===== src/rtl/ring_token_arbiter_if.sv =====
// ring_token_arbiter_if
//   Bundles the request/grant signals between N requesting agents and the
//   ring token arbiter.
//
//   Signals:
//     en        arbitration enable (requester side -> arbiter)
//     req       level requests, one bit per requester (requester side -> arbiter)
//     gnt       registered one-hot grant, zero when idle (arbiter -> requesters)
//     gnt_valid high while gnt is non-zero (arbiter -> requesters)
//     owner_id  binary index of the granted requester, 0 when idle
//     token     one-hot ring pointer, marks the highest-priority position
//     timeout   one-cycle pulse on a forced release
//
//   Handshake: a requester raises req[i] and keeps it high for as long as it
//   wants the resource. gnt[i] rises one cycle after the request is first
//   seen by an idle arbiter and stays high until req[i] is sampled low. The
//   grant is then dropped on that same edge, and the arbiter spends one
//   turnaround cycle before it looks at requests again.
//
//   Modports: master = requesting side, slave = arbiter.
interface ring_token_arbiter_if #(
  parameter int N    = 8,
  parameter int ID_W = (N > 1) ? $clog2(N) : 1
);
  logic            en;
  logic [N-1:0]    req;
  logic [N-1:0]    gnt;
  logic            gnt_valid;
  logic [ID_W-1:0] owner_id;
  logic [N-1:0]    token;
  logic            timeout;

  modport master (
    output en, req,
    input  gnt, gnt_valid, owner_id, token, timeout
  );

  modport slave (
    input  en, req,
    output gnt, gnt_valid, owner_id, token, timeout
  );
endinterface


===== src/rtl/ring_token_arbiter.sv =====
// ring_token_arbiter
//   Round-robin arbiter sharing one resource between N requesters. Fairness
//   comes from a rotating one-hot token: an idle arbiter grants the first
//   requesting bit at or above the token position (wrapping from N-1 to 0).
//   A grant is held until the owner drops its request; every release is
//   followed by one turnaround cycle and moves the token one place past the
//   released owner. All outputs are registered.
//
//   Parameters:
//     N        number of requesters (2..16)
//     HOLD_MAX maximum grant-hold cycles before forced release
//     CNT_W    width of the hold counter, must be able to hold HOLD_MAX
//
//   Ports:
//     clk        system clock, rising edge
//     rst        asynchronous, active-high reset
//     bus        ring_token_arbiter_if.slave (en, req in; gnt, gnt_valid,
//                owner_id, token, timeout out)
//     fsm_state  current FSM state (0 = IDLE, 1 = GRANT, 2 = TURN)
//
//   Optional feature, macro RR_TIMEOUT_EN:
//     defined   - grants are force-released after HOLD_MAX cycles, timeout
//                 pulses for one cycle, and the timed-out requester is masked
//                 from arbitration until its req is sampled low.
//     undefined - grant hold is unbounded and timeout is tied low.
module ring_token_arbiter #(
  parameter int N        = 8,
  parameter int HOLD_MAX = 15,
  parameter int CNT_W    = 4
) (
  input  logic                 clk,
  input  logic                 rst,
  ring_token_arbiter_if.slave  bus,
  output logic [1:0]           fsm_state
);

  localparam int ID_W = (N > 1) ? $clog2(N) : 1;

  typedef enum logic [1:0] {
    S_IDLE  = 2'd0,
    S_GRANT = 2'd1,
    S_TURN  = 2'd2
  } state_t;

  state_t          state;
  logic [N-1:0]    gnt_q;
  logic            gnt_valid_q;
  logic [ID_W-1:0] owner_q;
  logic [N-1:0]    token_q;

  logic [N-1:0]    req_eff;
  logic [ID_W-1:0] tok_idx;
  logic [ID_W-1:0] pick_idx;
  logic            pick_found;
  logic            forced;
  logic            release_now;

`ifdef RR_TIMEOUT_EN
  logic [CNT_W-1:0] hold_cnt;
  logic [N-1:0]     mask_q;
  logic             timeout_q;

  // A requester that timed out is invisible to arbitration until it has
  // been seen with req low at least once.
  assign req_eff = bus.req & ~mask_q;

  // The forced release happens on the edge that would take the counter to
  // HOLD_MAX, so the grant is visible for exactly HOLD_MAX cycles.
  assign forced  = (state == S_GRANT) && bus.req[owner_q] &&
                   (hold_cnt == CNT_W'(HOLD_MAX - 1));
`else
  assign req_eff = bus.req;
  assign forced  = 1'b0;
`endif

  assign release_now = (state == S_GRANT) && (!bus.req[owner_q] || forced);

  // Binary position of the token.
  always_comb begin
    tok_idx = '0;
    for (int i = 0; i < N; i++) begin
      if (token_q[i]) tok_idx = ID_W'(i);
    end
  end

  // Token-relative search. Walking offsets from N-1 down to 0 lets the
  // smallest offset from the token overwrite any larger one, so the winner
  // is the first requester at or after the token, wrapping past N-1.
  always_comb begin : search
    logic [ID_W:0]   sum;
    logic [ID_W-1:0] idx;
    sum        = '0;
    idx        = '0;
    pick_idx   = '0;
    pick_found = 1'b0;
    for (int i = N - 1; i >= 0; i--) begin
      sum = {1'b0, tok_idx} + (ID_W + 1)'(i);
      if (sum >= (ID_W + 1)'(N)) sum = sum - (ID_W + 1)'(N);
      idx = sum[ID_W-1:0];
      if (req_eff[idx]) begin
        pick_idx   = idx;
        pick_found = 1'b1;
      end
    end
  end

  always_ff @(posedge clk or posedge rst) begin
    if (rst) begin
      state       <= S_IDLE;
      gnt_q       <= '0;
      gnt_valid_q <= 1'b0;
      owner_q     <= '0;
      token_q     <= {{(N-1){1'b0}}, 1'b1};
`ifdef RR_TIMEOUT_EN
      hold_cnt    <= '0;
      mask_q      <= '0;
      timeout_q   <= 1'b0;
`endif
    end else begin
`ifdef RR_TIMEOUT_EN
      timeout_q <= 1'b0;
      mask_q    <= mask_q & bus.req;
`endif
      case (state)
        S_IDLE: begin
          if (bus.en && pick_found) begin
            state       <= S_GRANT;
            gnt_q       <= {{(N-1){1'b0}}, 1'b1} << pick_idx;
            gnt_valid_q <= 1'b1;
            owner_q     <= pick_idx;
`ifdef RR_TIMEOUT_EN
            hold_cnt    <= '0;
`endif
          end
        end

        S_GRANT: begin
          // en and other requests are deliberately ignored while granted.
          if (release_now) begin
            state       <= S_TURN;
            gnt_q       <= '0;
            gnt_valid_q <= 1'b0;
            owner_q     <= '0;
            // Token moves one place past the released owner.
            token_q     <= {gnt_q[N-2:0], gnt_q[N-1]};
`ifdef RR_TIMEOUT_EN
            if (forced) begin
              timeout_q       <= 1'b1;
              mask_q[owner_q] <= 1'b1;
            end
          end else begin
            hold_cnt <= hold_cnt + 1'b1;
`endif
          end
        end

        S_TURN: begin
          state <= S_IDLE;
        end

        default: begin
          state <= S_IDLE;
        end
      endcase
    end
  end

  assign bus.gnt       = gnt_q;
  assign bus.gnt_valid = gnt_valid_q;
  assign bus.owner_id  = owner_q;
  assign bus.token     = token_q;
`ifdef RR_TIMEOUT_EN
  assign bus.timeout   = timeout_q;
`else
  assign bus.timeout   = 1'b0;
`endif
  assign fsm_state     = state;

endmodule

===== src/flat_wrapper.sv =====
// flat-port wrapper written by rule: the top's interface ports become plain ports
module ring_token_arbiter_flat 
#(
  parameter int N        = 8,
  parameter int HOLD_MAX = 15,
  parameter int CNT_W    = 4
)
  (clk, rst, fsm_state, bus_en, bus_req, bus_gnt, bus_gnt_valid, bus_owner_id, bus_token, bus_timeout);
  ring_token_arbiter_if #(.N(N)) bus_i ();
  input  logic clk;
  input  logic rst;
  output logic [1:0] fsm_state;
  input wire logic [$bits(bus_i.en)-1:0] bus_en;
  input wire logic [$bits(bus_i.req)-1:0] bus_req;
  output wire logic [$bits(bus_i.gnt)-1:0] bus_gnt;
  output wire logic [$bits(bus_i.gnt_valid)-1:0] bus_gnt_valid;
  output wire logic [$bits(bus_i.owner_id)-1:0] bus_owner_id;
  output wire logic [$bits(bus_i.token)-1:0] bus_token;
  output wire logic [$bits(bus_i.timeout)-1:0] bus_timeout;
  assign bus_i.en = bus_en;
  assign bus_i.req = bus_req;
  assign bus_gnt = bus_i.gnt;
  assign bus_gnt_valid = bus_i.gnt_valid;
  assign bus_owner_id = bus_i.owner_id;
  assign bus_token = bus_i.token;
  assign bus_timeout = bus_i.timeout;
  ring_token_arbiter #(.N(N), .HOLD_MAX(HOLD_MAX), .CNT_W(CNT_W)) u_core (.clk(clk), .rst(rst), .bus(bus_i), .fsm_state(fsm_state));
endmodule

===== config.mk =====
export PLATFORM = sky130hd
export DESIGN_NAME = ring_token_arbiter_flat
export DESIGN_NICKNAME = d
export VERILOG_FILES = /design/src/rtl/ring_token_arbiter_if.sv /design/src/rtl/ring_token_arbiter.sv /design/src/flat_wrapper.sv
export SDC_FILE = /design/constraint.sdc
export NUM_CORES = 1
export LEC_CHECK = 0
export CAP_MARGIN = 20
export CORE_MARGIN = 3
export CORE_UTILIZATION = 35
export CTS_CLUSTER_SIZE = 12
export DETAILED_ROUTE_END_ITERATION = 8
export PLACE_DENSITY_LB_ADDON = 0.25
export SLEW_MARGIN = 20
export SYNTH_ARGS = -nofsm -noshare
export SYNTH_HDL_FRONTEND = slang
export SYNTH_SLANG_ARGS = --single-unit
export TNS_END_PERCENT = 1

===== constraint.sdc =====
create_clock -name clk -period 6.1 [get_ports clk]
set_clock_uncertainty 0.1 [all_clocks]
set_input_delay 1.83 -clock clk [delete_from_list [all_inputs] [get_ports clk]]
set_output_delay 1.83 -clock clk [all_outputs]
set_load 0.02 [all_outputs]

* Yosys cells after proc, flatten, opt, wreduce, memory -nomap -nowiden
Cells that the tools add are included.
** Word-level totals
- Flip-flop bits (word level) :: 22
- Bits in latches :: 0
- RAM bits :: 0
- ROM bits :: 0
- Bits of input ports :: 11
- Output and inout port bits :: 23
- Logic and storage cells :: 110
- Memories :: 0
** Operators by class
- Add/subtract/negate cells :: 15
- Multiply operators :: 0
- Divide/modulo/power cells :: 0
- Order comparisons :: 17
- Equality and inequality tests :: 3
- Shift-type cells :: 1
- Multiplexer cells :: 61
- Bitwise logic cells :: 0
- Reduce and logical (&&, ||, !) cells :: 8
** Operators with widths (number)
- $mux 3 :: 24
- $lt 3x4->1 const B :: 9
- $ge 4x4->1 const B :: 7
- $bmux 1 s3 :: 9
- $sub 3x1->3 const B :: 8
- $mux 1 :: 20
- $add 3x3->4 const B :: 4
- $mux 8 :: 2
- $pmux 8 s2 :: 1
- $add 3x2->4 const B :: 2
- $shl 1x3->8 const A :: 1
- $pmux 3 s2 :: 1
- $add 3x1->4 const B :: 1
- $ge 3x4->1 const B :: 1
- $mux 2 :: 2
- $ne 2x1->1 const B :: 2
- $pmux 2 s2 :: 1
- $reduce_and 2->1 :: 2
- $reduce_and 3->1 :: 1
- $eq 2x1->1 const B :: 1
- $logic_and 1x1->1 :: 2
- $logic_not 2->1 :: 1
- $pmux 1 s2 :: 1
- $reduce_bool 2->1 :: 1
- $logic_not 1->1 :: 1

* Logic depth before layout (Yosys ltp)
- Depth in word-level cells :: 23
- Mapped depth :: 15

* Least setup slack after synthesis
OpenSTA, ideal clock, no wires.
- Kind :: in2reg
- From :: in bus_req[6]
- To :: reg u_core.gnt_q[2], in the netlist u_core.bus.gnt[2]
- Library setup time :: 0.122 ns
- Arrival time :: 4.052 ns
- Required time :: 5.878 ns
- Setup slack :: 1.826 ns
- Stages on the path :: 9
- Buffers on the path :: 1
- Cell sequence :: nor3b_1 -> and2_0 -> clkbuf_1 -> nor3_1 -> or4_1 -> a2111o_1 -> a311oi_1 -> a21oi_1 -> a32o_1
** Between the ends
- Word-level cells in the longest chain between the ends :: 13
- Elaborated cells on any way between the ends :: 43
- Those cells by class :: eq/ne: 2; shift: 1; mux: 36; reduce/logical: 4
** RTL lines
- start: declaration :: RTL line flat_wrapper.sv:14 : input wire logic [$bits(bus_i.req)-1:0] bus_req;
- $bmux 1 s3 :: RTL line ring_token_arbiter.sv:100 : if (req_eff[idx]) begin
- $mux 1 (implied by the code) :: RTL line ring_token_arbiter.sv:100
- $mux 3 / $mux 1 (equally long branches) (8 in series) :: RTL line ring_token_arbiter.sv:100
- $shl 1x3->8 / $logic_and 1x1->1 (equally long branches) :: RTL line ring_token_arbiter.sv:128, ring_token_arbiter.sv:126
- $mux 8 / $ne 2x1->1 (equally long branches)
- $pmux 8 s2 / $reduce_and 3->1 (equally long branches)
- end signal: assignment :: RTL line ring_token_arbiter.sv:128 : gnt_q <= {{(N-1){1'b0}}, 1'b1} << pick_idx;
- end: declaration :: RTL line ring_token_arbiter.sv:46 : logic [N-1:0] gnt_q;
Parallel ways exist; a longest one is shown, timed or not. The select of a mux whose other input is x is not followed.
A chain may end at the register's enable or synchronous reset.

* Worst setup path after layout
- From :: in bus_req[6]
- To :: reg u_core.gnt_q[3], in the netlist u_core.bus.gnt[3]
Same word-level chain as after synthesis.

==> out/metrics.cfg <==
[outcome]
status=completed

[timing]
rsz0062_at_grt=no
fin_crit_ns=4.81
hold_violations=0
setup_tns_ns=0
drv_slew=0
post-route-period-util_pct=78.9
slew_headroom_pct=43.1
fmax_mhz=208
tightest_slew_ns=0.848
setup_violations=0

[logic_synthesis]
synth_xor_area_share_pct=1.69
synth_compound_area_share_pct=32.8
yosysMostFrequentCell=nand2_1
yosysTopAreaCellShare_pct=25.3
synth_commonest_cells=nand2_1, dfrtp_1, nand3_1, nor2_1
synth_cell_types=60
synthAdderAreaFrac_pct=1.20
muxShareOfSynthArea_pct=6.33
syn-cell-area_um2=2080
synthCells=259
ys_async_sr_fraction_pct=100
syn_nets=272
ys_warn_count=0
yosys.area.top_type=dfrtp_1
synth_top_family_by_area=compound AO/OA/AOI/OAI gates
synth.area.top_cells=dfrtp_1, nand2_1, a211oi_1
syn_avg_cell_area_um2=8.02
yosys_most_used_dff=dfrtp_1
synthSimpleGateAreaFrac_pct=27.0
synth-edff-count=0
synth.ff_latch_count=22
ys_seq_area_share_pct=26.6

[route]
firstDrtPassIters=5
via_per_inst=6.44
num_vias=2278
wire_per_inst_um=19.1
drt_wl_total_um=6770
dr.first_iter.drc_count=420
ant_nets=0
drc_errors=0

[critical_path]
reg2regPathDepth=13
timing.rr.end=u_core.bus.gnt[3]
crit_type=in2reg
startpoint_type=input port
worstPathRequired_ns=6.21
r2r-start=u_core.bus.token[1]
setup.worst_path.end_class=register
critPathMaxFanout=11
arrival_ns=4.92
r2r_slack_ns=1.34

[run]
maxCapViolCount=0

[clock_network]
clock_sinks=22
clock_path_buffers=2
ctsHoldBuffers=0
cts_resized=0
cts_root_buf=clkbuf_8
htreeDepth=1
post-cts-setup-buffer-count=0
clkTransAtPathRegs_ns=0.08
clk_latency_ns=0.27
numCtsBuffers=3
cts_tree=yes

[worst_hold_path]
hp-class=reg2reg
min_path_cells=2
hold_end=u_core.bus.token[0]
min_from=u_core.bus.token[0]

[placement]
place.gp.congestion=1.00
dp_hpwl_um=5230
io_buffers=32

[cells_and_area]
n_fill_cell=579
antenna_cells=0
area_delta_synth_final_pct=20.0
final_nets=296
drive_gt1_share_pct=7.45

[grt]
grt_pass1_wl_um=10700
grt_max_degree=23
grt_util_met1_pct=28.0
grt_use_met3_pct=2.88
overflow=0
grt_busiest_layer=met2
grt_pass1_vias=2000
track_usage_pct=19.0
grt_antenna_before_repair=0
use_met2_pct=28.8

[floorplanning]
rows=27
fp.dieW_um=83.0
core_area_um2=5610
initial_utilization_pct=37.0
ios=34
die_y_um=83.0
dieArea_um2=6890

-- critical path: stages --
cell             delay [ns]
clkdlybuf4s50_1        0.55
nor3b_1                0.25
and2_0                 0.33
nor3_1                 0.09
or4_1                  0.59
and2_1                 0.23
a31o_2                 0.33
a211oi_1               0.48
a32o_1                 0.23
-- flip-flops by register name, indices dropped and copies added (netlist names) --
signal	cells
u_core.bus.gnt_valid	1
u_core.fsm_state	2
u_core.bus.owner_id	3
u_core.bus.gnt	8
u_core.bus.token	8
-- logic make-up (layout without fill, tap and decap cells) --
kind of cell | after synthesis | in the layout
adders and majority gates | 2 | 2
buffers and inverters | 19 | 42
muxes | 8 | 8
AOI/OAI and AO/OA | 94 | 94
other | 1 | 1
DFF | 22 | 22
xor gates and xnor gates | 4 | 4
and+or+nand+nor | 109 | 109
-- cell type report --
class / count / area (um2) / share of cell area (%)
tap: 72 / 90.1 / 3.61
clock inverter: 1 / 30.0 / 1.20
timing repair buffer: 32 / 320 / 12.9
multi-input combinational: 218 / 1440 / 57.6
clock buffer: 3 / 41.3 / 1.66
sequential: 22 / 552 / 22.1
inverter: 6 / 22.5 / 0.904
-- routing by layer --
metal / up-vias / part of all wire [%]
met3: 15 / 7.1
met2: 117 / 45
li1: 1043 / -
met4: 0 / 1.6
met1: 1103 / 46
met5: - / 0
-- stage by stage --
step | cells | hold WS [ns] | setup slack (ns) | util [%] | area (um2)
after CTS | 354 | 0.369 | 1.34 | 44.4 | 2490
final | 354 | 0.368 | 1.29 | 44.4 | 2490
after detailed placement | 350 | 0.356 | 1.06 | 43.2 | 2420
after global routing | 354 | 0.398 | 0.961 | 44.4 | 2490
after floorplan | 259 | 0.392 | 1.83 | - | 2080
after global placement | 350 | 0.349 | 1.13 | 43.2 | 2420
-- cells in the final DEF, fill, tap and decap left out, drive strengths merged, types with 4 or more instances in the layout --
| cell | synthesis | routed |
|---|---|---|
| nand3 | 17 | 17 |
| a211oi | 15 | 15 |
| and3 | 6 | 6 |
| nor3 | 7 | 7 |
| a32o | 5 | 5 |
| a21oi | 14 | 14 |
| nand2 | 45 | 45 |
| o31ai | 6 | 6 |
| o21ai | 15 | 15 |
| or2 | 4 | 4 |
| nor2 | 16 | 16 |
| clkdlybuf4s50 | 0 | 32 |
| inv | 6 | 6 |
| mux4 | 4 | 4 |
| dfrtp | 21 | 21 |
| a21o | 6 | 6 |
-- worst max path at each step --
stage	start	end	slack, ns
floorplan	bus_req[6]	u_core.bus.gnt[2]	1.83
global placement	bus_req[6]	u_core.bus.gnt[2]	1.13
detailed placement	bus_req[6]	u_core.bus.gnt[2]	1.06
CTS	bus_req[6]	u_core.bus.gnt[3]	1.34
global route	u_core.bus.token[1]	u_core.bus.gnt[3]	0.96
finish	bus_req[6]	u_core.bus.gnt[3]	1.29
Power is not shown: default switching activity piles up to over one toggle a cycle in this logic, so the estimate is an artifact.
